--- config.mk ---
export PLATFORM = sky130hd
export DESIGN_NAME = pll_acq_ctrl
export DESIGN_NICKNAME = d
export VERILOG_FILES = /design/src/rtl/pll_acq_ctrl.sv
export SDC_FILE = /design/constraint.sdc
export NUM_CORES = 1
export LEC_CHECK = 0
export ABC_AREA = 1
export BUFFER_PORTS_ARGS = -buffer_cell sky130_fd_sc_hd__buf_2
export CAP_MARGIN = 10
export CORE_ASPECT_RATIO = 0.75
export CORE_UTILIZATION = 62
export CTS_BUF_LIST = sky130_fd_sc_hd__clkbuf_2
export DETAILED_ROUTE_END_ITERATION = 6
export PLACE_DENSITY = 0.82
export SKIP_CTS_REPAIR_TIMING = 1
export SYNTH_ARGS = -nofsm -noshare
export SYNTH_HDL_FRONTEND = slang
export SYNTH_SLANG_ARGS = --single-unit
--- constraint.sdc ---
create_clock -name clk -period 1.9 [get_ports clk]
set_input_delay 0.38 -clock clk [delete_from_list [all_inputs] [get_ports clk]]
set_output_delay 0.38 -clock clk [all_outputs]
set_load 0.01 [all_outputs]
--- src/rtl/pll_acq_ctrl.sv ---
// pll_acq_ctrl
//   Acquisition/lock sequencer for the PFD + loop filter PLL loop. It holds the
//   loop filter in reset (FLUSH), releases it and counts quiet PFD cycles to
//   declare lock (ACQ), and watches for sustained PFD activity to detect loss
//   of lock (LOCK). Acquisition attempts that stall are timed out and retried
//   a bounded number of times before the block parks in FAIL.
//
// Ports
//   clk          system clock, rising edge
//   rst          synchronous reset, active high
//   enable       1 = run acquisition, 0 = return to IDLE
//   up, dn       PFD outputs
//   lf_rst       loop filter reset
//   gain_coarse  1 = coarse (acquisition) gain, 0 = fine (tracking) gain
//   locked       loop locked
//   lock_lost    one-cycle pulse on loss of lock
//   acq_tmo      one-cycle pulse on acquisition timeout
//   fail         retries exhausted, held until enable=0 or rst
//   state        0 IDLE, 1 FLUSH, 2 ACQ, 3 LOCK, 4 FAIL
module pll_acq_ctrl #(
    parameter int FLUSH_CYC  = 4,
    parameter int LOCK_CNT   = 16,
    parameter int UNLOCK_CNT = 4,
    parameter int ACQ_TMO    = 1024,
    parameter int MAX_RETRY  = 3
) (
    input  logic       clk,
    input  logic       rst,
    input  logic       enable,
    input  logic       up,
    input  logic       dn,
    output logic       lf_rst,
    output logic       gain_coarse,
    output logic       locked,
    output logic       lock_lost,
    output logic       acq_tmo,
    output logic       fail,
    output logic [2:0] state
);

    localparam int FW = $clog2(FLUSH_CYC + 1);
    localparam int QW = $clog2(LOCK_CNT + 1);
    localparam int AW = $clog2(UNLOCK_CNT + 1);
    localparam int TW = $clog2(ACQ_TMO + 1);
    localparam int RW = $clog2(MAX_RETRY + 1);

    localparam logic [FW-1:0] FLUSH_LAST = FW'(FLUSH_CYC - 1);
    localparam logic [QW-1:0] LOCK_TH    = QW'(LOCK_CNT);
    localparam logic [AW-1:0] UNLOCK_TH  = AW'(UNLOCK_CNT);
    localparam logic [TW-1:0] TMO_TH     = TW'(ACQ_TMO);
    localparam logic [RW-1:0] RETRY_TH   = RW'(MAX_RETRY);

    typedef enum logic [2:0] {
        S_IDLE  = 3'd0,
        S_FLUSH = 3'd1,
        S_ACQ   = 3'd2,
        S_LOCK  = 3'd3,
        S_FAIL  = 3'd4
    } state_t;

    state_t        cur_st, nxt_st;
    logic [FW-1:0] flush_cnt, flush_n;
    logic [QW-1:0] quiet_cnt, quiet_n;
    logic [AW-1:0] act_cnt, act_n;
    logic [TW-1:0] tmo_cnt, tmo_n;
    logic [RW-1:0] retry_cnt, retry_n;
    logic          lost_n, tmo_pulse_n;
    logic          active;

    // up&dn together is a reset overlap in the PFD, not a phase error.
    assign active = up ^ dn;
    assign state  = cur_st;

    // Counters default to zero so every state entry starts from a clean count;
    // each state only carries forward the counters it actually uses.
    always_comb begin
        nxt_st      = cur_st;
        flush_n     = '0;
        quiet_n     = '0;
        act_n       = '0;
        tmo_n       = '0;
        retry_n     = retry_cnt;
        lost_n      = 1'b0;
        tmo_pulse_n = 1'b0;

        if (!enable && cur_st != S_IDLE) begin
            nxt_st  = S_IDLE;
            retry_n = '0;
        end else begin
            case (cur_st)
                S_IDLE: begin
                    if (enable) nxt_st = S_FLUSH;
                end
                S_FLUSH: begin
                    if (flush_cnt == FLUSH_LAST) nxt_st = S_ACQ;
                    else                          flush_n = flush_cnt + FW'(1);
                end
                S_ACQ: begin
                    if (!active)
                        quiet_n = (quiet_cnt == LOCK_TH) ? quiet_cnt : quiet_cnt + QW'(1);
                    tmo_n = (tmo_cnt == TMO_TH) ? tmo_cnt : tmo_cnt + TW'(1);
                    // Lock is checked first so a simultaneous timeout is ignored.
                    if (quiet_n == LOCK_TH) begin
                        nxt_st  = S_LOCK;
                        retry_n = '0;
                        quiet_n = '0;
                        tmo_n   = '0;
                    end else if (tmo_n == TMO_TH) begin
                        tmo_pulse_n = 1'b1;
                        retry_n     = (retry_cnt == RETRY_TH) ? retry_cnt : retry_cnt + RW'(1);
                        nxt_st      = (retry_n == RETRY_TH) ? S_FAIL : S_FLUSH;
                        quiet_n     = '0;
                        tmo_n       = '0;
                    end
                end
                S_LOCK: begin
                    if (active)
                        act_n = (act_cnt == UNLOCK_TH) ? act_cnt : act_cnt + AW'(1);
                    if (act_n == UNLOCK_TH) begin
                        nxt_st = S_FLUSH;
                        lost_n = 1'b1;
                        act_n  = '0;
                    end
                end
                S_FAIL: begin
                    nxt_st = S_FAIL;
                end
                default: begin
                    nxt_st = S_IDLE;
                end
            endcase
        end
    end

    // Level outputs are decoded from the next state so they change on the same
    // edge as the state register.
    always_ff @(posedge clk) begin
        if (rst) begin
            cur_st      <= S_IDLE;
            flush_cnt   <= '0;
            quiet_cnt   <= '0;
            act_cnt     <= '0;
            tmo_cnt     <= '0;
            retry_cnt   <= '0;
            lf_rst      <= 1'b1;
            gain_coarse <= 1'b1;
            locked      <= 1'b0;
            lock_lost   <= 1'b0;
            acq_tmo     <= 1'b0;
            fail        <= 1'b0;
        end else begin
            cur_st      <= nxt_st;
            flush_cnt   <= flush_n;
            quiet_cnt   <= quiet_n;
            act_cnt     <= act_n;
            tmo_cnt     <= tmo_n;
            retry_cnt   <= retry_n;
            lf_rst      <= (nxt_st == S_IDLE) || (nxt_st == S_FLUSH) || (nxt_st == S_FAIL);
            gain_coarse <= (nxt_st != S_LOCK);
            locked      <= (nxt_st == S_LOCK);
            lock_lost   <= lost_n;
            acq_tmo     <= tmo_pulse_n;
            fail        <= (nxt_st == S_FAIL);
        end
    end

endmodule

Word-level counts from Yosys, hierarchy flattened
Cells that the tools add are included.

Register bits: 33. Output and inout bits: 9. Word-level logic and storage cells: 75.

Add/sub/neg operators: 5. Equal/unequal tests: 17. Muxes and demuxes: 22. Bitwise gates (word level): 4. Reduce and logical (&&, ||, !) cells: 15.

Operators with widths (number): $mux W3 (11); $eq A11 B11 Y1 const B (2); $mux W5 (4); $pmux W3 S5 (1); $eq A3 B2 Y1 const B (4); $eq A3 B3 Y1 const B (4); $reduce_or A4 Y1 (3); $add A11 B1 Y11 const B (1); $mux W11 (1); $eq A5 B5 Y1 const B (2); $add A3 B1 Y3 const B (2); $eq A3 B1 Y1 const B (2); $logic_not A3 Y1 (2); $mux W2 (3); $add A5 B1 Y5 const B (1); $reduce_or A5 Y1 (1); $eq A2 B2 Y1 const B (2); $ne A3 B2 Y1 const B (1); $not A1 Y1 (3); $reduce_bool A3 Y1 (1); $reduce_or A3 Y1 (1); $add A2 B1 Y2 const B (1); $logic_or A1 B1 Y1 (2); $mux W1 (2); other kinds (6) (6).

Logic depth before layout (Yosys ltp)
Word-level depth: 12. Gate-level depth with buffers: 15. Depth with buffers taken out: 15.

Worst setup path before layout
No wires, ideal clock.

Kind: register to register. Start: reg tmo_cnt[0]. End: reg tmo_cnt[5]. Arrival: 1.649 ns. Data required time: 1.781 ns. Path slack: 0.131 ns. Cell stages (with the launch flop): 11. Buffers on the path: 1. Cell sequence: dfxtp_1 -> ha_1 -> nand3_2 -> nor2_4 -> xor2_2 -> nand2_1 -> nor2_2 -> nand3_4 -> nand2_4 -> buf_8 -> nor2_2.

Cells in the longest elaborated chain, start to end: 4.

RTL lines: from (decl) (RTL line 65) `logic [TW-1:0] tmo_cnt, tmo_n;`; from (signal assigned) (RTL line 156) `tmo_cnt <= tmo_n;`; $add A11 B1 Y11 / $eq A11 B11 Y1 (equally long branches) (RTL line 101) `tmo_n = (tmo_cnt == TMO_TH) ? tmo_cnt : tmo_cnt + TW'(1);`; $mux W11 (*) (RTL line 101); $eq A11 B11 Y1 (RTL line 108) `end else if (tmo_n == TMO_TH) begin`; $reduce_or A5 Y1 (no source line).

Mark *: on every way between the ends. The rest lies on a longest branch, timed or not. A chain may end at the register's enable or synchronous reset.

Worst setup path after layout
Start: reg tmo_cnt[0]. End: reg tmo_cnt[10].

The elaborated chain is that of the path after synthesis.

==> impl_metrics.yaml <==
run_status:
  result_of_the_run: "finished with violations"
  violations_in_the_final_reports: "setup timing"
timing:
  timing.hold.ws_ps: 192
  final_max_slew_viol_count: 0
  setup_slack_ps: -73.6
  setup_viol: 11
  timing.final.crit_share: 1.04
  slew_headroom: 0.734
  timing_worst_slew_pin_value_ps: 396
  skew_ps: 14.4
  finalHoldViolCount: 0
  grt_setup_unrepaired: "yes"
  clock.fmax_mhz: 507
  period_minus_slack_ps: 1970
die:
  floorplan.initialDensity: 0.684
  top_level_ports: 14
  dieArea_mm2: 0.00325
  floorplan.rows: 16
  die_outline_height_um: 49.7
  core-area_mm2: 0.00274
  die_w_um: 65.5
logic_synthesis:
  synth_warn: 0
  synthesis.nets: 276
  synth.distinct_cells: 26
  synthesized_area_per_cell_um2: 7.14
  ys_seq_elements: 33
  synth_area_mm2: 0.00188
  synth_sequential_area_ratio: 0.352
  netlist_instances: 263
cells_and_area:
  fill_cell_count: 186
  post_layout_nonfiller_instances: 328
  layout-area-overhead-vs-synth_pct: 19.7
  drive_above_1_share: 0.298
  diodes: 0
  area.sequential_um2: 679
  final_core_utilization: 0.819
  num-nets-final: 304
  multiInputGateArea_mm2: 0.00116
grt:
  grt_use_total: 0.263
  global_route_wire_length_before_repair_mm: 6.40
  largest_net_degree_at_the_start_of_global_routing: 16
  vias_in_the_first_global_route: 1552
  grt_overflow_total: 0
  grt_antenna_before_repair: 0
placement:
  finalWeightedCongestion: 0.897
  portBuffers: 13
  dp.cells: 314
  dp.final_hpwl_mm: 2.87
  dp_slack_ps: 37.9
drt:
  route.antenna.remaining_nets: 0
  drc: 0
  wirelength_mm: 4.37
  post_drt_wl_per_cell_um: 13.3
  drt_via_density: 5.32
  drt_first_iter_violations: 97
  detail_route.first_pass.iterations: 4
  via_count: 1744
power_and_ir_drop:
  power.density_cell_area_mw_per_mm2: 538
  power.static_leakage_nw: 0.989
  peakVddDrop_uv: 621
clocking:
  ctsRootBufferMaster: "clkbuf_2"
  worstSkewPairLatency_ps: 370
  cts-root-to-sink-buffers: 2
  clkTransAtPathRegs_ps: 170
  htree_levels: 2
  clkSinkCount: 33
  cts_tree: "yes"
  cts-buffers-inserted: 5
worst_setup_path:
  timing.setup.critical_path_class: "register to register"
  crit_slowest_cell: "dfxtp_4"
  max_stage_delay_ps: 400
  critical_path.cell_chain: "inv_2 > ha_4 > nand2_1 > nor2_1 > nand4_1 > nand2_1 > nand2_1 > nor2_4 > nand3_4 > buf_4 > nand4_1 > inv_1"
  timing.critical_path.fanout_max: 5
  cp_common_cell: "nand2_1"
  timing.critical_path.from_type: "register"
  worst-endpoint-arrival_ps: 2250
  cp_data_required_time_ps: 2180
  crit_path_end_kind: "register"
hold_path:
  timing.hold.worst.class: "primary input to register"
run:
  max_cap_violations: 0
worst paths after layout:
path | start | to | slack (ps) | depth (start not counted)
hold reg to reg | flush_cnt[0] | flush_cnt[0] | 430 | 1
setup / recovery | tmo_cnt[0] | tmo_cnt[10] | -70 | 12
setup reg to reg | tmo_cnt[0] | tmo_cnt[10] | -70 | 12
hold / removal | rst | state[0] | 190 | 2
area by class of cell:
cell class	instances	share of cell area
repair buffers	23	0.0657
clock inverters	2	0.0150
flip-flops and latches	33	0.303
inverters	41	0.0685
multi-input cells	187	0.515
clock buffers	6	0.0134
well taps	36	0.0201
routing by layer:
layer  global-route usage  vias up  part of all wire
met2                0.423       53              0.48
met1                0.325      796              0.45
li1                     -      883                 -
met4                0.101        0             0.014
met5                    0        -                 0
met3               0.0856       12             0.057
sequential cells by signal, indices dropped and copies added, names as in the netlist, 2 cells and up:
| name | cells |
|---|---|
| quiet_cnt | 5 |
| flush_cnt | 3 |
| state | 3 |
| act_cnt | 3 |
| retry_cnt | 2 |
| tmo_cnt | 11 |
critical path, delay by kind of cell, from the launching register on:
family	cells	cell delay (ps)
adders and majority gates	1	140
buffers and inverters	3	300
DFF	1	400
and+or+nand+nor	8	1030
per-stage QoR:
step	TNS, ps	cell area [um^2]	power (mW)
final	-410	2250	1.21
after global routing	-1340	2250	1.25
after CTS	-4.10	2060	1.22
after detailed placement	0	2000	0.771
after global placement	0	2000	0.769
after floorplan	0	1880	0.751
placed cells by master, fill, tap and decap left out:
cell type / n
a21oi_1: 4
a21oi_2: 2
buf_2: 13
buf_4: 8
buf_6: 2
bufinv_16: 1
clkbuf_2: 6
clkinv_1: 1
dfxtp_1: 26
dfxtp_2: 3
dfxtp_4: 4
ha_1: 6
ha_4: 2
inv_1: 38
inv_2: 3
nand2_1: 52
nand2_2: 12
nand2_8: 1
nand3_1: 19
nand3_2: 6
nand3_4: 3
nand3b_1: 1
nand4_1: 11
nor2_1: 33
nor2_2: 11
nor2_4: 7
nor3_1: 4
nor4_1: 1
o21ai_1: 1
or3_1: 1
xnor2_1: 1
xnor2_2: 2
xor2_1: 6
xor2_2: 1
synthesized netlist by cell type, drive strengths merged:
master	number	area share
nand2	65	0.14
nor4	1	0.0033
a21oi	6	0.016
nor2	51	0.14
nand3b	1	0.0040
buf	2	0.011
xor2	7	0.037
inv	41	0.082
ha	8	0.053
or3	1	0.0033
dfxtp	33	0.35
nand4	11	0.037
nand3	28	0.095
nor3	4	0.011
o21ai	1	0.0027
xnor2	3	0.018
logic make-up after synthesis:
| group | synth area share |
|---|---|
| simple gates | 0.429 |
| buf+inv | 0.0927 |
| flops | 0.352 |
| xor+xnor | 0.0547 |
| fa+ha+maj | 0.0533 |
| compound gates | 0.0187 |
report_power, final:
group	total, mW	leakage (nW)	internal (mW)	switching, mW
Sequential	0.694	0.271	0.691	0.00309
Combinational	0.0588	0.677	0.0203	0.0386
Clock	0.456	0.0406	0.225	0.231
Total	1.21	0.989	0.935	0.273
(Power assumes the default switching activity.)
